## src/rtl/weight_reconstruct_if.sv

```systemverilog
// Read-port and result bundle of the weight reconstruction unit.
// The master side is the reconstruction unit; the slave side is memories plus loader.
interface weight_reconstruct_if #(
  parameter int SIZE       = 8,
  parameter int COMP_SLOTS = 3
);
  localparam int ADDR_WIDTH  = $clog2(SIZE * SIZE);
  localparam int CROW_WIDTH  = $clog2(SIZE);
  localparam int CADDR_WIDTH = $clog2(SIZE * COMP_SLOTS);

  logic                   start;
  logic                   rw_rd_en;
  logic [ADDR_WIDTH-1:0]  rw_rd_addr;
  logic [4:0]             rw_rd_data;
  logic                   cw_rd_en;
  logic [CADDR_WIDTH-1:0] cw_rd_addr;
  logic [CROW_WIDTH+3:0]  cw_rd_data;
  logic [7:0]             weight_out;
  logic [ADDR_WIDTH-1:0]  weight_addr_out;
  logic                   weight_out_valid;
  logic                   busy;
  logic                   done;

  modport master (
    input  start, rw_rd_data, cw_rd_data,
    output rw_rd_en, rw_rd_addr, cw_rd_en, cw_rd_addr,
           weight_out, weight_addr_out, weight_out_valid, busy, done
  );

  modport slave (
    output start, rw_rd_data, cw_rd_data,
    input  rw_rd_en, rw_rd_addr, cw_rd_en, cw_rd_addr,
           weight_out, weight_addr_out, weight_out_valid, busy, done
  );
endinterface

```

## src/rtl/weight_reconstruct_unit.sv

```systemverilog
// Column-by-column readback of the compressed weight image, rebuilding 8-bit weights
// from 5-bit reduced codes plus per-column compensation slots.
module weight_reconstruct_unit #(
  parameter int SIZE        = 8,
  parameter int MEM_SIZE    = SIZE * SIZE,
  parameter int ADDR_WIDTH  = $clog2(MEM_SIZE),
  parameter int CROW_WIDTH  = $clog2(SIZE),
  parameter int COMP_SLOTS  = 3,
  parameter int CADDR_WIDTH = $clog2(SIZE * COMP_SLOTS)
) (
  input  logic                 clk,
  input  logic                 rst,
  weight_reconstruct_if.master bus
);
  localparam int CW_WIDTH   = CROW_WIDTH + 4;
  localparam int IDX_WIDTH  = (SIZE > COMP_SLOTS) ? $clog2(SIZE) : $clog2(COMP_SLOTS);
  localparam int SLOT_WIDTH = (COMP_SLOTS > 1) ? $clog2(COMP_SLOTS) : 1;

  typedef enum logic [1:0] {
    IDLE      = 2'd0,
    LOAD_COMP = 2'd1,
    STREAM    = 2'd2,
    DRAIN     = 2'd3
  } state_t;

  typedef logic [COMP_SLOTS-1:0][CW_WIDTH-1:0] slot_arr_t;

  // Lowest matching valid slot wins; a flag of 0 ignores the slots entirely.
  function automatic logic [7:0] decode_weight(input logic [4:0] rw,
                                               input logic [CROW_WIDTH-1:0] row,
                                               input slot_arr_t slots);
    logic       hit;
    logic [2:0] comp;
    logic [7:0] w;
    hit  = 1'b0;
    comp = 3'b000;
    for (int i = COMP_SLOTS - 1; i >= 0; i--) begin
      if (slots[i][CW_WIDTH-1] && (slots[i][CW_WIDTH-2:3] == row)) begin
        hit  = 1'b1;
        comp = slots[i][2:0];
      end
    end
    if (!rw[4]) begin
      w = {rw[3], rw[3], rw[3], rw[3:0], 1'b0};
    end else if (hit) begin
      w = {rw[3:0], comp, 1'b0};
    end else begin
      w = {rw[3:0], 4'b0000};
    end
    return w;
  endfunction

  state_t                  state_r, state_s;
  logic [CROW_WIDTH-1:0]   col_r, col_s;
  logic [IDX_WIDTH-1:0]    idx_r, idx_s;
  logic                    done_s;
  logic [ADDR_WIDTH-1:0]   rw_addr_s;
  logic [CADDR_WIDTH-1:0]  cw_addr_s;

  logic                    rw_rd_en_r, cw_rd_en_r, busy_r, done_r;
  logic [ADDR_WIDTH-1:0]   rw_rd_addr_r;
  logic [CADDR_WIDTH-1:0]  cw_rd_addr_r;
  logic [CROW_WIDTH-1:0]   rw_row_r, rw_pend_row_r;
  logic [SLOT_WIDTH-1:0]   cw_slot_r, cw_pend_slot_r;
  logic                    rw_pend_r, cw_pend_r;
  logic [ADDR_WIDTH-1:0]   rw_pend_addr_r;
  slot_arr_t               slots_r;
  logic [7:0]              weight_out_r;
  logic [ADDR_WIDTH-1:0]   weight_addr_out_r;
  logic                    weight_out_valid_r;

  // Next-state sequencing and the read addresses for the upcoming cycle.
  always_comb begin
    state_s = state_r;
    col_s   = col_r;
    idx_s   = idx_r;
    done_s  = 1'b0;
    case (state_r)
      IDLE: begin
        if (bus.start) begin
          state_s = LOAD_COMP;
          col_s   = '0;
          idx_s   = '0;
        end else begin
          state_s = IDLE;
        end
      end
      LOAD_COMP: begin
        if (idx_r == IDX_WIDTH'(COMP_SLOTS - 1)) begin
          state_s = STREAM;
          idx_s   = '0;
        end else begin
          idx_s = idx_r + IDX_WIDTH'(1);
        end
      end
      STREAM: begin
        if (idx_r == IDX_WIDTH'(SIZE - 1)) begin
          idx_s = '0;
          if (col_r != CROW_WIDTH'(SIZE - 1)) begin
            state_s = LOAD_COMP;
            col_s   = col_r + CROW_WIDTH'(1);
          end else begin
            state_s = DRAIN;
          end
        end else begin
          idx_s = idx_r + IDX_WIDTH'(1);
        end
      end
      DRAIN: begin
        // Two cycles: last read data arrives, then its decoded weight is shown.
        if (idx_r == IDX_WIDTH'(1)) begin
          state_s = IDLE;
          col_s   = '0;
          idx_s   = '0;
          done_s  = 1'b1;
        end else begin
          idx_s = idx_r + IDX_WIDTH'(1);
        end
      end
      default: begin
        state_s = IDLE;
        col_s   = '0;
        idx_s   = '0;
      end
    endcase
    rw_addr_s = ADDR_WIDTH'(col_s) * ADDR_WIDTH'(SIZE) + ADDR_WIDTH'(idx_s);
    cw_addr_s = CADDR_WIDTH'(col_s) * CADDR_WIDTH'(COMP_SLOTS) + CADDR_WIDTH'(idx_s);
  end

  // State register and registered read strobes/addresses/status.
  always_ff @(posedge clk or posedge rst) begin
    if (rst) begin
      state_r      <= IDLE;
      col_r        <= '0;
      idx_r        <= '0;
      rw_rd_en_r   <= 1'b0;
      rw_rd_addr_r <= '0;
      rw_row_r     <= '0;
      cw_rd_en_r   <= 1'b0;
      cw_rd_addr_r <= '0;
      cw_slot_r    <= '0;
      busy_r       <= 1'b0;
      done_r       <= 1'b0;
    end else begin
      state_r      <= state_s;
      col_r        <= col_s;
      idx_r        <= idx_s;
      rw_rd_en_r   <= (state_s == STREAM);
      rw_rd_addr_r <= rw_addr_s;
      rw_row_r     <= CROW_WIDTH'(idx_s);
      cw_rd_en_r   <= (state_s == LOAD_COMP);
      cw_rd_addr_r <= cw_addr_s;
      cw_slot_r    <= SLOT_WIDTH'(idx_s);
      busy_r       <= (state_s != IDLE);
      done_r       <= done_s;
    end
  end

  // Tags that follow each read into the cycle its data returns.
  always_ff @(posedge clk or posedge rst) begin
    if (rst) begin
      rw_pend_r      <= 1'b0;
      rw_pend_addr_r <= '0;
      rw_pend_row_r  <= '0;
      cw_pend_r      <= 1'b0;
      cw_pend_slot_r <= '0;
    end else begin
      rw_pend_r      <= rw_rd_en_r;
      rw_pend_addr_r <= rw_rd_addr_r;
      rw_pend_row_r  <= rw_row_r;
      cw_pend_r      <= cw_rd_en_r;
      cw_pend_slot_r <= cw_slot_r;
    end
  end

  // Slots clear at the end of the first load cycle, after the previous column's last row decoded.
  always_ff @(posedge clk or posedge rst) begin
    if (rst) begin
      slots_r <= '0;
    end else if (cw_rd_en_r && (cw_slot_r == '0)) begin
      slots_r <= '0;
    end else if (cw_pend_r) begin
      slots_r[cw_pend_slot_r] <= bus.cw_rd_data;
    end else begin
      slots_r <= slots_r;
    end
  end

  // Registered decode of returning reduced-weight data.
  always_ff @(posedge clk or posedge rst) begin
    if (rst) begin
      weight_out_r       <= 8'h00;
      weight_addr_out_r  <= '0;
      weight_out_valid_r <= 1'b0;
    end else begin
      weight_out_valid_r <= rw_pend_r;
      if (rw_pend_r) begin
        weight_out_r      <= decode_weight(bus.rw_rd_data, rw_pend_row_r, slots_r);
        weight_addr_out_r <= rw_pend_addr_r;
      end else begin
        weight_out_r      <= weight_out_r;
        weight_addr_out_r <= weight_addr_out_r;
      end
    end
  end

  assign bus.rw_rd_en         = rw_rd_en_r;
  assign bus.rw_rd_addr       = rw_rd_addr_r;
  assign bus.cw_rd_en         = cw_rd_en_r;
  assign bus.cw_rd_addr       = cw_rd_addr_r;
  assign bus.weight_out       = weight_out_r;
  assign bus.weight_addr_out  = weight_addr_out_r;
  assign bus.weight_out_valid = weight_out_valid_r;
  assign bus.busy             = busy_r;
  assign bus.done             = done_r;
endmodule

```

## src/flat_wrapper.sv

```systemverilog
// flat-port wrapper written by rule: the top's interface ports become plain ports
module weight_reconstruct_unit_flat 
#(
  parameter int SIZE        = 8,
  parameter int MEM_SIZE    = SIZE * SIZE,
  parameter int ADDR_WIDTH  = $clog2(MEM_SIZE),
  parameter int CROW_WIDTH  = $clog2(SIZE),
  parameter int COMP_SLOTS  = 3,
  parameter int CADDR_WIDTH = $clog2(SIZE * COMP_SLOTS)
)
  (clk, rst, bus_start, bus_rw_rd_data, bus_cw_rd_data, bus_rw_rd_en, bus_rw_rd_addr, bus_cw_rd_en, bus_cw_rd_addr, bus_weight_out, bus_weight_addr_out, bus_weight_out_valid, bus_busy, bus_done);
  weight_reconstruct_if #(.SIZE(SIZE), .COMP_SLOTS(COMP_SLOTS)) bus_i ();
  input  logic clk;
  input  logic rst;
  input wire logic [$bits(bus_i.start)-1:0] bus_start;
  input wire logic [$bits(bus_i.rw_rd_data)-1:0] bus_rw_rd_data;
  input wire logic [$bits(bus_i.cw_rd_data)-1:0] bus_cw_rd_data;
  output wire logic [$bits(bus_i.rw_rd_en)-1:0] bus_rw_rd_en;
  output wire logic [$bits(bus_i.rw_rd_addr)-1:0] bus_rw_rd_addr;
  output wire logic [$bits(bus_i.cw_rd_en)-1:0] bus_cw_rd_en;
  output wire logic [$bits(bus_i.cw_rd_addr)-1:0] bus_cw_rd_addr;
  output wire logic [$bits(bus_i.weight_out)-1:0] bus_weight_out;
  output wire logic [$bits(bus_i.weight_addr_out)-1:0] bus_weight_addr_out;
  output wire logic [$bits(bus_i.weight_out_valid)-1:0] bus_weight_out_valid;
  output wire logic [$bits(bus_i.busy)-1:0] bus_busy;
  output wire logic [$bits(bus_i.done)-1:0] bus_done;
  assign bus_i.start = bus_start;
  assign bus_i.rw_rd_data = bus_rw_rd_data;
  assign bus_i.cw_rd_data = bus_cw_rd_data;
  assign bus_rw_rd_en = bus_i.rw_rd_en;
  assign bus_rw_rd_addr = bus_i.rw_rd_addr;
  assign bus_cw_rd_en = bus_i.cw_rd_en;
  assign bus_cw_rd_addr = bus_i.cw_rd_addr;
  assign bus_weight_out = bus_i.weight_out;
  assign bus_weight_addr_out = bus_i.weight_addr_out;
  assign bus_weight_out_valid = bus_i.weight_out_valid;
  assign bus_busy = bus_i.busy;
  assign bus_done = bus_i.done;
  weight_reconstruct_unit #(.SIZE(SIZE), .MEM_SIZE(MEM_SIZE), .ADDR_WIDTH(ADDR_WIDTH), .CROW_WIDTH(CROW_WIDTH), .COMP_SLOTS(COMP_SLOTS), .CADDR_WIDTH(CADDR_WIDTH)) u_core (.clk(clk), .rst(rst), .bus(bus_i));
endmodule
```

## config.mk

```make
export PLATFORM = sky130hd
export DESIGN_NAME = weight_reconstruct_unit_flat
export DESIGN_NICKNAME = d
export VERILOG_FILES = /design/src/rtl/weight_reconstruct_if.sv /design/src/rtl/weight_reconstruct_unit.sv /design/src/flat_wrapper.sv
export SDC_FILE = /design/constraint.sdc
export NUM_CORES = 1
export LEC_CHECK = 0
export BUFFER_PORTS_ARGS = -buffer_cell sky130_fd_sc_hd__buf_4
export CAP_MARGIN = 20
export CORE_UTILIZATION = 51
export CTS_BUF_LIST = sky130_fd_sc_hd__clkbuf_16
export DETAILED_ROUTE_END_ITERATION = 10
export GPL_TIMING_DRIVEN = 0
export PLACE_DENSITY = 0.76
export SYNTH_ARGS = -nofsm -noshare
export SYNTH_HDL_FRONTEND = slang
export SYNTH_SLANG_ARGS = --single-unit
```

## constraint.sdc

```tcl
create_clock -name clk -period 2.6 [get_ports clk]
set_input_delay 0.13 -clock clk [delete_from_list [all_inputs] [get_ports clk]]
set_output_delay 0.13 -clock clk [all_outputs]
set_load 0.01 [all_outputs]
```

=== Word-level counts from Yosys, hierarchy flattened ===
Cells that the tools add are included.

* Add/subtract/negate cells: 4
* Multiply operators: 1
* Magnitude comparators: 2
* Equal/unequal tests: 12
* Mux-type cells: 32
* Reduce and logical (&&, ||, !) cells: 9

{| class="wikitable"
|+ Operator list
! operator !! count
|-
| $mux 21 || 2
|-
| $mux 3 || 11
|-
| $bwmux 21 || 1
|-
| $demux 7 s2 || 1
|-
| $mux 7 || 2
|-
| $pmux 3 s4 || 1
|-
| $eq 3x3->1 || 3
|-
| $pmux 3 s3 || 1
|-
| $mux 2 || 4
|-
| $pmux 2 s4 || 1
|-
| $mux 1 || 7
|-
| $add 3x1->3 const B || 2
|-
| $add 6x3->6 || 1
|-
| $eq 2x2->1 const B || 3
|-
| $add 5x3->5 || 1
|-
| $logic_and 1x1->1 || 5
|-
| $mul 3x2->5 const B || 1
|-
| $eq 2x1->1 const B || 2
|-
| $logic_not 2->1 || 2
|-
| $mux 4 || 1
|-
| $reduce_bool 2->1 || 2
|-
| $eq 3x1->1 const B || 1
|-
| $eq 3x2->1 const B || 1
|-
| $eq 3x3->1 const B || 1
|-
| other kinds (3) || 3
|}

* Bits in registers: 74
* Input port bits: 15
* Word-level logic and storage cells: 81

=== Logic depth before layout (Yosys ltp) ===
Gate-level depths: netlist (run 1).

* Depth after elaboration: 8
* Mapped depth: 11

=== Worst setup path before layout (run 1) ===
Ideal clock, no wire load.

* Kind: register to register
* Start point: register u_core.idx_r[0]
* End point: register u_core.cw_rd_addr_r[4], in the netlist u_core.bus.cw_rd_addr[4]
* Library setup time: 0.118 ns
* Arrival time: 2.814 ns
* Data required time: 2.482 ns
* Setup slack: -0.332 ns
* Stages on the path, launching flop included: 12
* Buffers on the path: 0
* Cells stage by stage: dfrtp_1 ha_1 ha_1 a21boi_0 mux2i_1 nor2_1 a21oi_1 fa_1 inv_1 ha_1 a21o_1 a21o_1

* Longest elaborated chain between the ends: 5
* Elaborated cells between the ends (all ways): 14
* Classes of those cells: add/sub (2); mul (1); eq/ne (3); mux (8)

{| class="wikitable"
|+ Ends and longest elaborated chain
! what !! RTL line !! source
|-
| start, declared || weight_reconstruct_unit.sv:55 || <nowiki>logic [IDX_WIDTH-1:0] idx_r, idx_s;</nowiki>
|-
| start signal, assigned || weight_reconstruct_unit.sv:147 || <nowiki>idx_r <= idx_s;</nowiki>
|-
| $eq 3x1->1 / $eq 3x3->1 (equally long branches) || weight_reconstruct_unit.sv:111, weight_reconstruct_unit.sv:97 ||
|-
| $mux 3 (on tied branches) || weight_reconstruct_unit.sv:111, weight_reconstruct_unit.sv:97 ||
|-
| $pmux 3 s3 || weight_reconstruct_unit.sv:78 || <nowiki>case (state_r)</nowiki>
|-
| $mul 3x2->5 || weight_reconstruct_unit.sv:127 || <nowiki>cw_addr_s = CADDR_WIDTH'(col_s) * CADDR_WIDTH'(COMP_SLOTS) + CADDR_WIDTH'(idx_s);</nowiki>
|-
| $add 5x3->5 * || weight_reconstruct_unit.sv:127 ||
|-
| named net u_core.cw_addr_s[4] || weight_reconstruct_unit.sv:58 || <nowiki>logic [CADDR_WIDTH-1:0] cw_addr_s;</nowiki>
|-
| end signal, assigned || weight_reconstruct_unit.sv:152 || <nowiki>cw_rd_addr_r <= cw_addr_s;</nowiki>
|-
| end, declared || weight_reconstruct_unit.sv:62 || <nowiki>logic [CADDR_WIDTH-1:0] cw_rd_addr_r;</nowiki>
|}

Mark *: on every way through the listed nets, which the timed path passes. The rest lies on a longest branch.
A chain may end at the register's enable or synchronous reset.

=== Worst setup path after layout (run 1) ===
* Start point: register u_core.idx_r[0]
* End point: register u_core.cw_rd_addr_r[3], in the netlist u_core.bus.cw_rd_addr[3]

The elaborated chain is that of the path after synthesis.

==> run_results.csv, run 1 <==
group,metric,value,unit
clock_tree,cts_sinks,60,
clock_tree,cts_tree,"built",
logic_synthesis,yosysTopAreaCellShare,0.527,
floorplanning,die_h,76.7,µm
logic_synthesis,synth_cells,251,
global_route,grtUsageTotal,0.227,
logic_synthesis,synthMuxAreaShare,0.112,
logic_synthesis,postSynthRegisterBits,60,
power,ir_drop,0.375,mV
critical_path,cpMostUsedCell,"ha_4",
place,portBuffers,42,
floorplanning,floorplan.initialDensity,0.543,
power,p_leak,1.78,nW
critical_path,rr_startpoint,"u_core.idx_r[0]",
status,violations,"setup timing",
logic_synthesis,synth_edf_count,0,
sta,fin_ws,-0.140,ns
sta,maxSlewHeadroom,0.502,
global_route,grt_pass1_vias,2093,
critical_path,path_delay_family,"adder cells",
sta,finalHoldViolCount,0,
logic_synthesis,synthAdderAreaFrac,0.0651,
floorplanning,die_w,76.7,µm
sta,period_share,1.05,
floorplanning,dieArea,5880,µm²
critical_path,worstReg2RegEnd,"u_core.bus.cw_rd_addr[3]",
cells_and_area,final_nets,341,
logic_synthesis,synth_simple_gate_area_frac,0.118,
sta,slew_violations,0,
hold_path,worstHoldStart,"bus_rw_rd_data[3]",
floorplanning,rows,26,
clock_tree,htree_num_levels,3,
route,first_pass_iters,4,
cells_and_area,fillerInstances,351,
sta,finalSetupViolations,3,
clock_tree,ctsRootBufferMaster,"clkbuf_16",
route,drtIter0Drc,128,
cells_and_area,regArea,1510,µm²
sta,holdWs,0.0627,ns
floorplanning,io_pins,45,
floorplanning,coreArea,5240,µm²
critical_path,worstPathCellList,"ha_4 > ha_4 > a21boi_4 > mux2i_2 > nor2_2 > a21oi_4 > fa_1 > inv_2 > ha_4 > fa_2 > xor2_1",
route,detail_route.wl_per_cell,15.9,µm
critical_path,worstSetupPathType,"flop to flop",
logic_synthesis,ys_warn_count,0,
place,hpwl,4140,µm
logic_synthesis,synth-compound-area-share,0.0958,
sta,worst_pin_slew,0.746,ns
logic_synthesis,synth_nets,279,
critical_path,crit_buf_inv,1,
critical_path,cp_max_fo,6,
hold_path,min-delay-path-class,"primary input to flop",
global_route,grt_max_degree,37,
route,ant_nets,0,
logic_synthesis,synth_flop_cell,"dfrtp_1",
cells_and_area,post-route-cell-area,3750,µm²
hold_path,whs_path_depth,2,
status,outcome,"finished with violations",
clock_tree,clkSlewWorstSetupHoldPaths,0.05,ns
critical_path,start_kind,"flop",
sta,finClkSkew,0.00574,ns
cells_and_area,multi_input_area,1370,µm²
critical_path,cp.arrival,2.95,ns
route,totalWireLength,6140,µm
route,via_per_inst,5.40,
place,place_area,3330,µm²
logic_synthesis,synth_cell_types,44,
global_route,grt_pass1_wl,10100,µm
clock_tree,worst_skew_pair.late_latency,0.32,ns
critical_path,reg2reg_slack,-0.14,ns
place,dp_slack,-0.206,ns
logic_synthesis,yosysTopAreaCell,"dfrtp_1",
logic_synthesis,syn_area_per_cell,11.3,µm²
cells_and_area,areaGrowthSynthToFinish,31.8,%
hold_path,min_to,"u_core.bus.weight_out[7]",
logic_synthesis,synth_top_family_by_area,"simple AND/OR/NAND/NOR gates",
cells_and_area,final_cell_mix,"55 x dfrtp_1, 50 x buf_4, 31 x nor2_1",
place,gp_congestion,0.860,
logic_synthesis,synth_area,2850,µm²
logic_synthesis,synthArstFlopShare,1.00,
sta,fmaxAchievable,365,MHz
sta,rsz0062_at_grt,"yes",
critical_path,cp.required,2.81,ns
critical_path,end_kind,"flop",
critical_path,cpPeakStageDelay,0.51,ns
logic_synthesis,synthTopCellsByArea,"dfrtp_1 53%, mux2i_1 8.4%, ha_1 4.4%, nor2_1 4.4%, mux2_2 2.8%",
route,num_vias,2086,
logic_synthesis,synth_xor_xnor_area_share,0.0391,
cells_and_area,drive_gt1_frac,0.323,
route,drc,0,
clock_tree,cts_buffer_depth,2,
sta,period_minus_slack,2.74,ns
clock_tree,cts_buffers,9,
power,power_density,582,nW/µm²
global_route,antenna_found_initial,0,
global_route,grt-ovfl-total,0,
cells_and_area,layout_commonest_cell,"dfrtp_1",
critical_path,rr_worst_depth,11,
critical_path,critPathSlowestCell,"fa_1",
job,drv_cap,0,
cells_and_area,diodes,0,
logic_synthesis,ys_seq_area_frac,0.527,
-- cell usage after synthesis (all sizes together), types with 2 or more instances --
cell and number:
and2 2, a21o 5, mux2 7, nor4 6, xor2 7, nand3b 4
a32oi 2, o21ai 7, nor2 33, o221ai 2, fa 3, nand2b 6
mux2i 24, inv 12, a21oi 14, buf 4, dfrtp 60, nand2 8
ha 10, o211ai 2, a211oi 3, clkbuf 9, xnor2 4, nor2b 3
-- metal layers --
metal,GRT usage,up-vias,routed length (µm)
met3,0.0393,12,248
met2,0.376,50,3070
met5,0,-,0
met4,0.123,0,128
li1,-,989,-
met1,0.283,1035,2690
-- power by group --
group	switching, mW	internal (mW)
logic	0.0611	0.0505
clock network	0.379	0.715
registers	0.0175	0.960
-- final cells by class --
class | instances | area share
clock inverters | 5 | 0.0120
well taps | 70 | 0.0233
multi-input cells | 166 | 0.366
plain buffers | 13 | 0.0190
clock buffers | 9 | 0.0600
flip-flops and latches | 60 | 0.402
repair buffers | 51 | 0.106
inverters | 12 | 0.0120
-- registers in the layout, summed over array words and instances (netlist names), 2 cells and up --
name / flops
u_core.bus.cw_rd_addr: 5
u_core.bus.weight_out: 7
u_core.idx_r: 2
u_core.col_r: 3
u_core.bus.weight_addr_out: 6
u_core.slots_r: 21
u_core.rw_pend_row_r: 2
u_core.state_r: 2
u_core.rw_pend_addr_r: 4
-- how the worst max path moves through the flow --
stage | start | end | slack [ns] | cells past startpoint
3_3_place_gp | u_core.idx_r[1] | u_core.bus.cw_rd_addr[2] | -0.14 | 10
3_5_place_dp | u_core.idx_r[1] | u_core.bus.cw_rd_addr[4] | -0.21 | 11
6_report | u_core.idx_r[0] | u_core.bus.cw_rd_addr[3] | -0.14 | 11
5_1_grt | u_core.idx_r[0] | u_core.bus.cw_rd_addr[3] | -0.22 | 11
4_1_cts | u_core.idx_r[0] | u_core.bus.cw_rd_addr[3] | -0.09 | 11
2_1_floorplan | u_core.idx_r[1] | u_core.bus.cw_rd_addr[3] | -0.001 | 11
-- through the flow --
stage	total power [mW]	setup TNS, ns	cells	utilization
global route	2.25	-0.551	386	0.716
CTS	2.20	-0.165	386	0.715
finish	2.18	-0.337	386	0.716
detailed placement	1.10	-0.534	364	0.635
global placement	1.10	-0.378	363	0.631
floorplan	1.05	-0.00126	251	-
-- cell families after synthesis --
family,Yosys count
mux,31
buf+inv,25
xor+xnor,11
simple gates,68
compound gates,42
other cells,1
fa+ha+maj,13
flops,60
-- what timing repair did --
item,CTS,global route
hold buffers,1,0
buffers inserted,7,0
gates resized for setup,18,4
pin swaps,13,1
endpoints found under the setup margin,3,3
hold endpoints to repair,35,0
(Power assumes the default switching activity.)
==> run 2, diff against run 1 <==
- CORE_UTILIZATION: 51 -> 25
- PLACE_DENSITY: 0.76 -> not set
==> run 2 against run 1 <==
  * The flow still finishes with violations (setup timing)
  * Critical path depth unchanged
  * Register-to-register slack improved by 0.08 ns
  * Sequential power about the same
  * First-iteration DRC count shrank 30%
  * Combinational power about the same
  * Via count increased by 1.6%
  * Non-clock buffer count increased by 11
  * Clock-buffer cell count is the same
  * Fmax increased by 2.9%
  * Largest cell class unchanged
  * Total power is 6.2% higher
==> run_results.csv, run 2 (synthesis gave the netlist of run 1 again) <==
group,metric,value,unit
critical_path,reg2reg_slack,-0.06,ns
status,violations,"setup timing",
critical_path,crit_buf_inv,1,
cells_and_area,fillerInstances,1076,
floorplanning,rows,38,
sta,rsz0062_at_grt,"yes",
global_route,antenna_found_initial,0,
cells_and_area,drive_gt1_frac,0.351,
cells_and_area,layout_commonest_cell,"buf_4",
power,p_total,2.32,mW
cells_and_area,areaGrowthSynthToFinish,38.2,%
critical_path,cpPeakStageDelay,0.51,ns
route,first_pass_iters,4,
clock_tree,htree_num_levels,3,
global_route,grt_pass1_vias,2254,
route,drtIter0Drc,90,
hold_path,min-delay-path-class,"primary input to flop",
floorplanning,floorplan.initialDensity,0.259,
route,via_per_inst,4.53,
critical_path,cpMostUsedCell,"ha_4",
sta,period_minus_slack,2.66,ns
sta,slew_violations,0,
critical_path,rr_startpoint,"u_core.idx_r[0]",
place,dp_cells,434,
critical_path,cp.arrival,2.88,ns
cells_and_area,multi_input_area,1350,µm²
route,drc,0,
global_route,grt_pass1_wl,10800,µm
route,totalWireLength,6360,µm
global_route,grtUsageTotal,0.121,
sta,fmaxAchievable,376,MHz
status,outcome,"finished with violations",
clock_tree,cts_sinks,60,
sta,fin_ws,-0.0628,ns
critical_path,critPathSlowestCell,"fa_1",
sta,tns,-0.109,ns
power,power_density,590,nW/µm²
critical_path,worstPathCellList,"ha_4 > ha_4 > a21boi_4 > mux2i_1 > nor2_1 > a21oi_2 > fa_1 > inv_2 > ha_4 > fa_2 > xor2_1",
hold_path,worstHoldStart,"bus_rw_rd_data[3]",
clock_tree,cts_buffers,9,
cells_and_area,fin_cells,468,
critical_path,end_kind,"flop",
clock_tree,clkSlewWorstSetupHoldPaths,0.05,ns
cells_and_area,regArea,1510,µm²
sta,maxSlewHeadroom,0.647,
route,num_vias,2120,
route,detail_route.wl_per_cell,13.6,µm
hold_path,whs_path_depth,2,
floorplanning,dieArea,11800,µm²
place,place_area,3410,µm²
clock_tree,ctsRootBufferMaster,"clkbuf_16",
cells_and_area,top_register,"u_core.slots_r",
cells_and_area,final_nets,352,
sta,finClkSkew,0.00583,ns
cells_and_area,post-route-cell-area,3930,µm²
cells_and_area,diodes,0,
cells_and_area,final_util,0.358,
hold_path,min_to,"u_core.bus.weight_out[7]",
floorplanning,io_pins,45,
sta,period_share,1.02,
route,ant_nets,0,
place,dp_slack,-0.231,ns
critical_path,worstReg2RegEnd,"u_core.bus.cw_rd_addr[3]",
critical_path,cp_max_fo,5,
floorplanning,coreArea,11000,µm²
clock_tree,cts_tree,"built",
sta,worst_pin_slew,0.530,ns
place,hpwl,4450,µm
sta,holdWs,0.0552,ns
place,gp_congestion,0.804,
place,portBuffers,42,
power,p_leak,1.86,nW
critical_path,path_delay_family,"adder cells",
critical_path,start_kind,"flop",
power,ir_drop,0.300,mV
critical_path,cp.required,2.82,ns
critical_path,worstSetupPathType,"flop to flop",
floorplanning,die_w,109,µm
job,drv_cap,0,
critical_path,rr_worst_depth,11,
global_route,grt_max_degree,44,
floorplanning,die_h,109,µm
cells_and_area,final_cell_mix,"61 x buf_4, 55 x dfrtp_1, 33 x nor2_1",
sta,finalSetupViolations,3,
global_route,grt-ovfl-total,0,
clock_tree,worst_skew_pair.late_latency,0.33,ns
cells_and_area,largest_reg_flops,21,
clock_tree,cts_buffer_depth,2,
sta,finalHoldViolCount,0,
==> run 2: timing repair <==
item                                   4_1_cts  5_1_grt
setup endpoints to repair                    3        4
resized for setup                           15        6
endpoints found under the hold margin       17        0
setup buffers                               19        0
pin swaps                                   10        1
hold buffers                                 1        0
==> run 2: worst max path at each step <==
stage | from | end | slack, ns | depth (start not counted)
4_1_cts | u_core.idx_r[0] | u_core.bus.cw_rd_addr[3] | -0.04 | 11
3_3_place_gp | u_core.idx_r[1] | u_core.bus.cw_rd_addr[4] | -0.18 | 10
3_5_place_dp | u_core.idx_r[1] | u_core.bus.cw_rd_addr[4] | -0.23 | 10
5_1_grt | u_core.idx_r[0] | u_core.bus.cw_rd_addr[3] | -0.14 | 11
6_report | u_core.idx_r[0] | u_core.bus.cw_rd_addr[3] | -0.06 | 11
2_1_floorplan | u_core.idx_r[1] | u_core.bus.cw_rd_addr[3] | -0.001 | 11
==> run 2: worst reg2reg max path, cell delays in order (launching register included) <==
cell	delay [ns]
dfrtp_2	0.47
ha_4	0.19
ha_4	0.15
a21boi_4	0.15
mux2i_1	0.13
nor2_1	0.18
a21oi_2	0.08
fa_1	0.51
inv_2	0.05
ha_4	0.16
fa_2	0.35
xor2_1	0.15
==> run 2: power by group <==
group / total [mW] / leakage, nW / switching, mW / internal (mW)
clock network: 1.23 / 0.146 / 0.408 / 0.823
registers: 0.976 / 0.706 / 0.0163 / 0.960
logic: 0.111 / 1.01 / 0.0606 / 0.0506
==> run 2: layout make-up <==
cell class	count	area share
buffer	13	0.0188
inverter	12	0.0115
multi-input combinational	166	0.342
sequential	60	0.383
timing repair buffer	62	0.122
clock inverter	6	0.0204
tap	140	0.0445
clock buffer	9	0.0573
==> run 2: metal layers <==
layer | vias up | global-route usage | share of wire
met3 | 12 | 0.0347 | 0.057
met2 | 58 | 0.193 | 0.47
met1 | 1027 | 0.150 | 0.45
met4 | 0 | 0.0560 | 0.018
met5 | - | 0 | 0
li1 | 1023 | - | -
==> run 3, diff against run 2 <==
- ABC_AREA: not set -> 1
==> run 3 against run 2 <==
  * Total power increased by 83%
  * Fmax is 0.16% lower
  * Sequential cell count unchanged
  * Global-route usage increased by 0.33 points
  * Sequential share of layout area is 2.1 points higher
  * Hold slack got worse by 0.015 ns
  * Combinational power grew to 14 times the previous value
  * Cell area down 5.2%
  * Core utilization is 0.18 points lower
  * Via count increased by 8.3%
  * First-iteration DRC count grew 16%
  * Clock skew rose by 0.0023 ns
  * The flow still finishes with violations (setup timing)
==> run_results.csv, run 3 <==
group,metric,value,unit
cells_and_area,final_nets,401,
logic_synthesis,synth_edf_count,0,
clock_tree,htree_num_levels,3,
global_route,grtUsageTotal,0.124,
job,drv_cap,0,
logic_synthesis,synth_cells,307,
logic_synthesis,synthTopCellsByCount,"71 x nand2_1, 60 x dfrtp_1, 39 x inv_1, 30 x nor2_1, 21 x nand3_1",
critical_path,worstReg2RegEnd,"u_core.bus.cw_rd_addr[3]",
place,hpwl,4690,µm
critical_path,rr_startpoint,"u_core.idx_r[0]",
floorplanning,io_pins,45,
cells_and_area,final_util,0.356,
logic_synthesis,yosysTopAreaCellShare,0.549,
floorplanning,coreArea,10500,µm²
floorplanning,floorplan.initialDensity,0.261,
route,first_pass_iters,4,
hold_path,whs_path_depth,3,
cells_and_area,largest_reg_flops,21,
logic_synthesis,yosysTopAreaCell,"dfrtp_1",
hold_path,min-delay-path-class,"primary input to flop",
power,p_total,4.23,mW
logic_synthesis,synth_nets,335,
route,ant_nets,0,
critical_path,worstSetupPathType,"flop to flop",
cells_and_area,top_register,"u_core.slots_r",
sta,finalSetupViolations,2,
critical_path,end_kind,"flop",
power,power_density,1140,nW/µm²
sta,rsz0062_at_grt,"yes",
cells_and_area,final_cell_mix,"69 x nand2_1, 55 x dfrtp_1, 54 x buf_4",
power,p_leak,1.92,nW
critical_path,rr_worst_depth,14,
logic_synthesis,synthArstFlopShare,1.00,
clock_tree,cts_sinks,60,
global_route,grt_pass1_wl,10800,µm
sta,finClkSkew,0.00810,ns
clock_tree,worst_skew_pair.late_latency,0.32,ns
route,totalWireLength,6690,µm
floorplanning,dieArea,11400,µm²
global_route,grt-ovfl-total,0,
sta,period_share,1.03,
cells_and_area,areaGrowthSynthToFinish,36.3,%
logic_synthesis,ys_warn_count,0,
status,outcome,"finished with violations",
power,power.clock.fraction,0.286,
logic_synthesis,synth_flop_cell,"dfrtp_1",
critical_path,cp_max_fo,5,
cells_and_area,drive_gt1_frac,0.291,
logic_synthesis,synth_cell_types,29,
power,switching_share,0.372,
route,maxUsedRoutingLayer,"met4",
cells_and_area,diodes,0,
power,ir_drop,0.394,mV
critical_path,reg2reg_slack,-0.07,ns
logic_synthesis,syn_area_per_cell,8.91,µm²
clock_tree,cts_buffers,9,
logic_synthesis,postSynthRegisterBits,60,
power,p_seq_frac,0.341,
route,wl_met3,361,µm
critical_path,cp.arrival,2.87,ns
global_route,grt_pass1_vias,2284,
power,switchingPower,1.58,mW
critical_path,cp.required,2.81,ns
clock_tree,cts_buffer_depth,2,
cells_and_area,regArea,1510,µm²
logic_synthesis,synthTopCellsByArea,"dfrtp_1 55%, nand2_1 9.7%, inv_1 5.4%, ha_1 4.6%, nor2_1 4.1%",
floorplanning,rows,37,
logic_synthesis,synth_area,2740,µm²
route,num_vias,2295,
sta,period_minus_slack,2.67,ns
cells_and_area,layout_commonest_cell,"nand2_1",
global_route,antenna_found_initial,0,
place,place_area,3280,µm²
sta,fmaxAchievable,375,MHz
logic_synthesis,synth.most_common_cell,"nand2_1",
cells_and_area,multi_input_area,1110,µm²
route,drtIter0Drc,104,
status,violations,"setup timing",
logic_synthesis,ys_seq_area_frac,0.549,
cells_and_area,fillerInstances,1090,
sta,slew_violations,0,
floorplanning,die_h,107,µm
route,drc,0,
power,combPwrFrac,0.373,
route,detail_route.wl_per_cell,13.0,µm
place,gp_congestion,0.889,
route,met1_length,2960,µm
sta,finalHoldViolCount,0,
clock_tree,clkSlewWorstSetupHoldPaths,0.05,ns
route,wl_met2,3320,µm
floorplanning,die_w,107,µm
cells_and_area,post-route-cell-area,3730,µm²
hold_path,min_to,"u_core.bus.weight_out[7]",
critical_path,start_kind,"flop",
clock_tree,ctsRootBufferMaster,"clkbuf_16",
sta,fin_ws,-0.0672,ns
global_route,grt_max_degree,41,
power,p_int,2.66,mW
clock_tree,cts_tree,"built",
place,portBuffers,43,
hold_path,worstHoldStart,"bus_rw_rd_data[3]",
route,via_per_inst,4.46,
run 3: cell type report:
class / instances / share of cell area
Multi-Input combinational cell: 194 / 0.298
Clock inverter: 7 / 0.0218
Inverter: 48 / 0.0483
Sequential cell: 60 / 0.404
Buffer: 5 / 0.00638
Clock buffer: 9 / 0.0604
Tap cell: 136 / 0.0457
Timing Repair Buffer: 55 / 0.115
run 3: how the worst max path moves through the flow:
stage	startpoint	to	depth (start not counted)
6_report	u_core.idx_r[0]	u_core.bus.cw_rd_addr[3]	14
5_1_grt	u_core.idx_r[1]	u_core.bus.cw_rd_addr[3]	13
4_1_cts	u_core.idx_r[0]	u_core.bus.cw_rd_addr[3]	14
3_5_place_dp	u_core.idx_r[0]	u_core.bus.cw_rd_addr[3]	14
3_3_place_gp	u_core.idx_r[0]	u_core.bus.cw_rd_addr[2]	10
2_1_floorplan	u_core.idx_r[0]	u_core.bus.cw_rd_addr[3]	14
run 3: per-stage QoR:
step	TNS (ns)	setup slack [ns]	std cells	hold slack [ns]
finish	-0.121	-0.0672	514	0.0397
global route	-0.377	-0.198	514	0.0474
CTS	-0.129	-0.0710	513	0.0311
detailed placement	-0.284	-0.147	487	0.186
global placement	-0.288	-0.147	486	0.353
floorplan	0	0.00118	307	0.247
run 3: kinds of logic after synthesis:
| kind of cell | after synthesis | synth area share |
|---|---|---|
| AOI/OAI and AO/OA | 45 | 0.0974 |
| and+or+nand+nor | 134 | 0.207 |
| DFF | 60 | 0.549 |
| adders and majority gates | 13 | 0.0677 |
| xor gates and xnor gates | 1 | 0.00320 |
| other | 1 | 0.00137 |
| buffers and inverters | 53 | 0.0746 |
run 3: metal layers:
metal,vias up,GRT usage
met3,6,0.0401
met5,-,0
met2,67,0.200
met1,1104,0.156
li1,1118,-
met4,0,0.0401
run 3: power by group through the flow:
stage	combinational [mW]	sequential [mW]	clock [mW]
after floorplan	0.897	1.44	0
after global placement	1.43	1.42	0
after detailed placement	1.46	1.42	0
after CTS	1.52	1.41	1.24
after global routing	1.76	1.48	1.28
final	1.58	1.45	1.21
run 3: repair_timing:
action,in CTS,in global routing
pin swaps,7,5
endpoints found under the setup margin,2,3
endpoints found under the hold margin,20,0
hold buffers,1,0
buffers inserted,9,1
cloned,0,0
gates resized for setup,4,13
run 3: critical path: stages (launching register included):
cell and delay [ns]:
dfrtp_2 0.43, ha_4 0.16, ha_4 0.12, inv_2 0.04, nor2_2 0.10, inv_1 0.05
nor2_2 0.10, inv_1 0.07, o21ai_2 0.20, inv_2 0.06, fa_1 0.51, inv_1 0.05
ha_2 0.19, fa_2 0.33, xor2_1 0.14
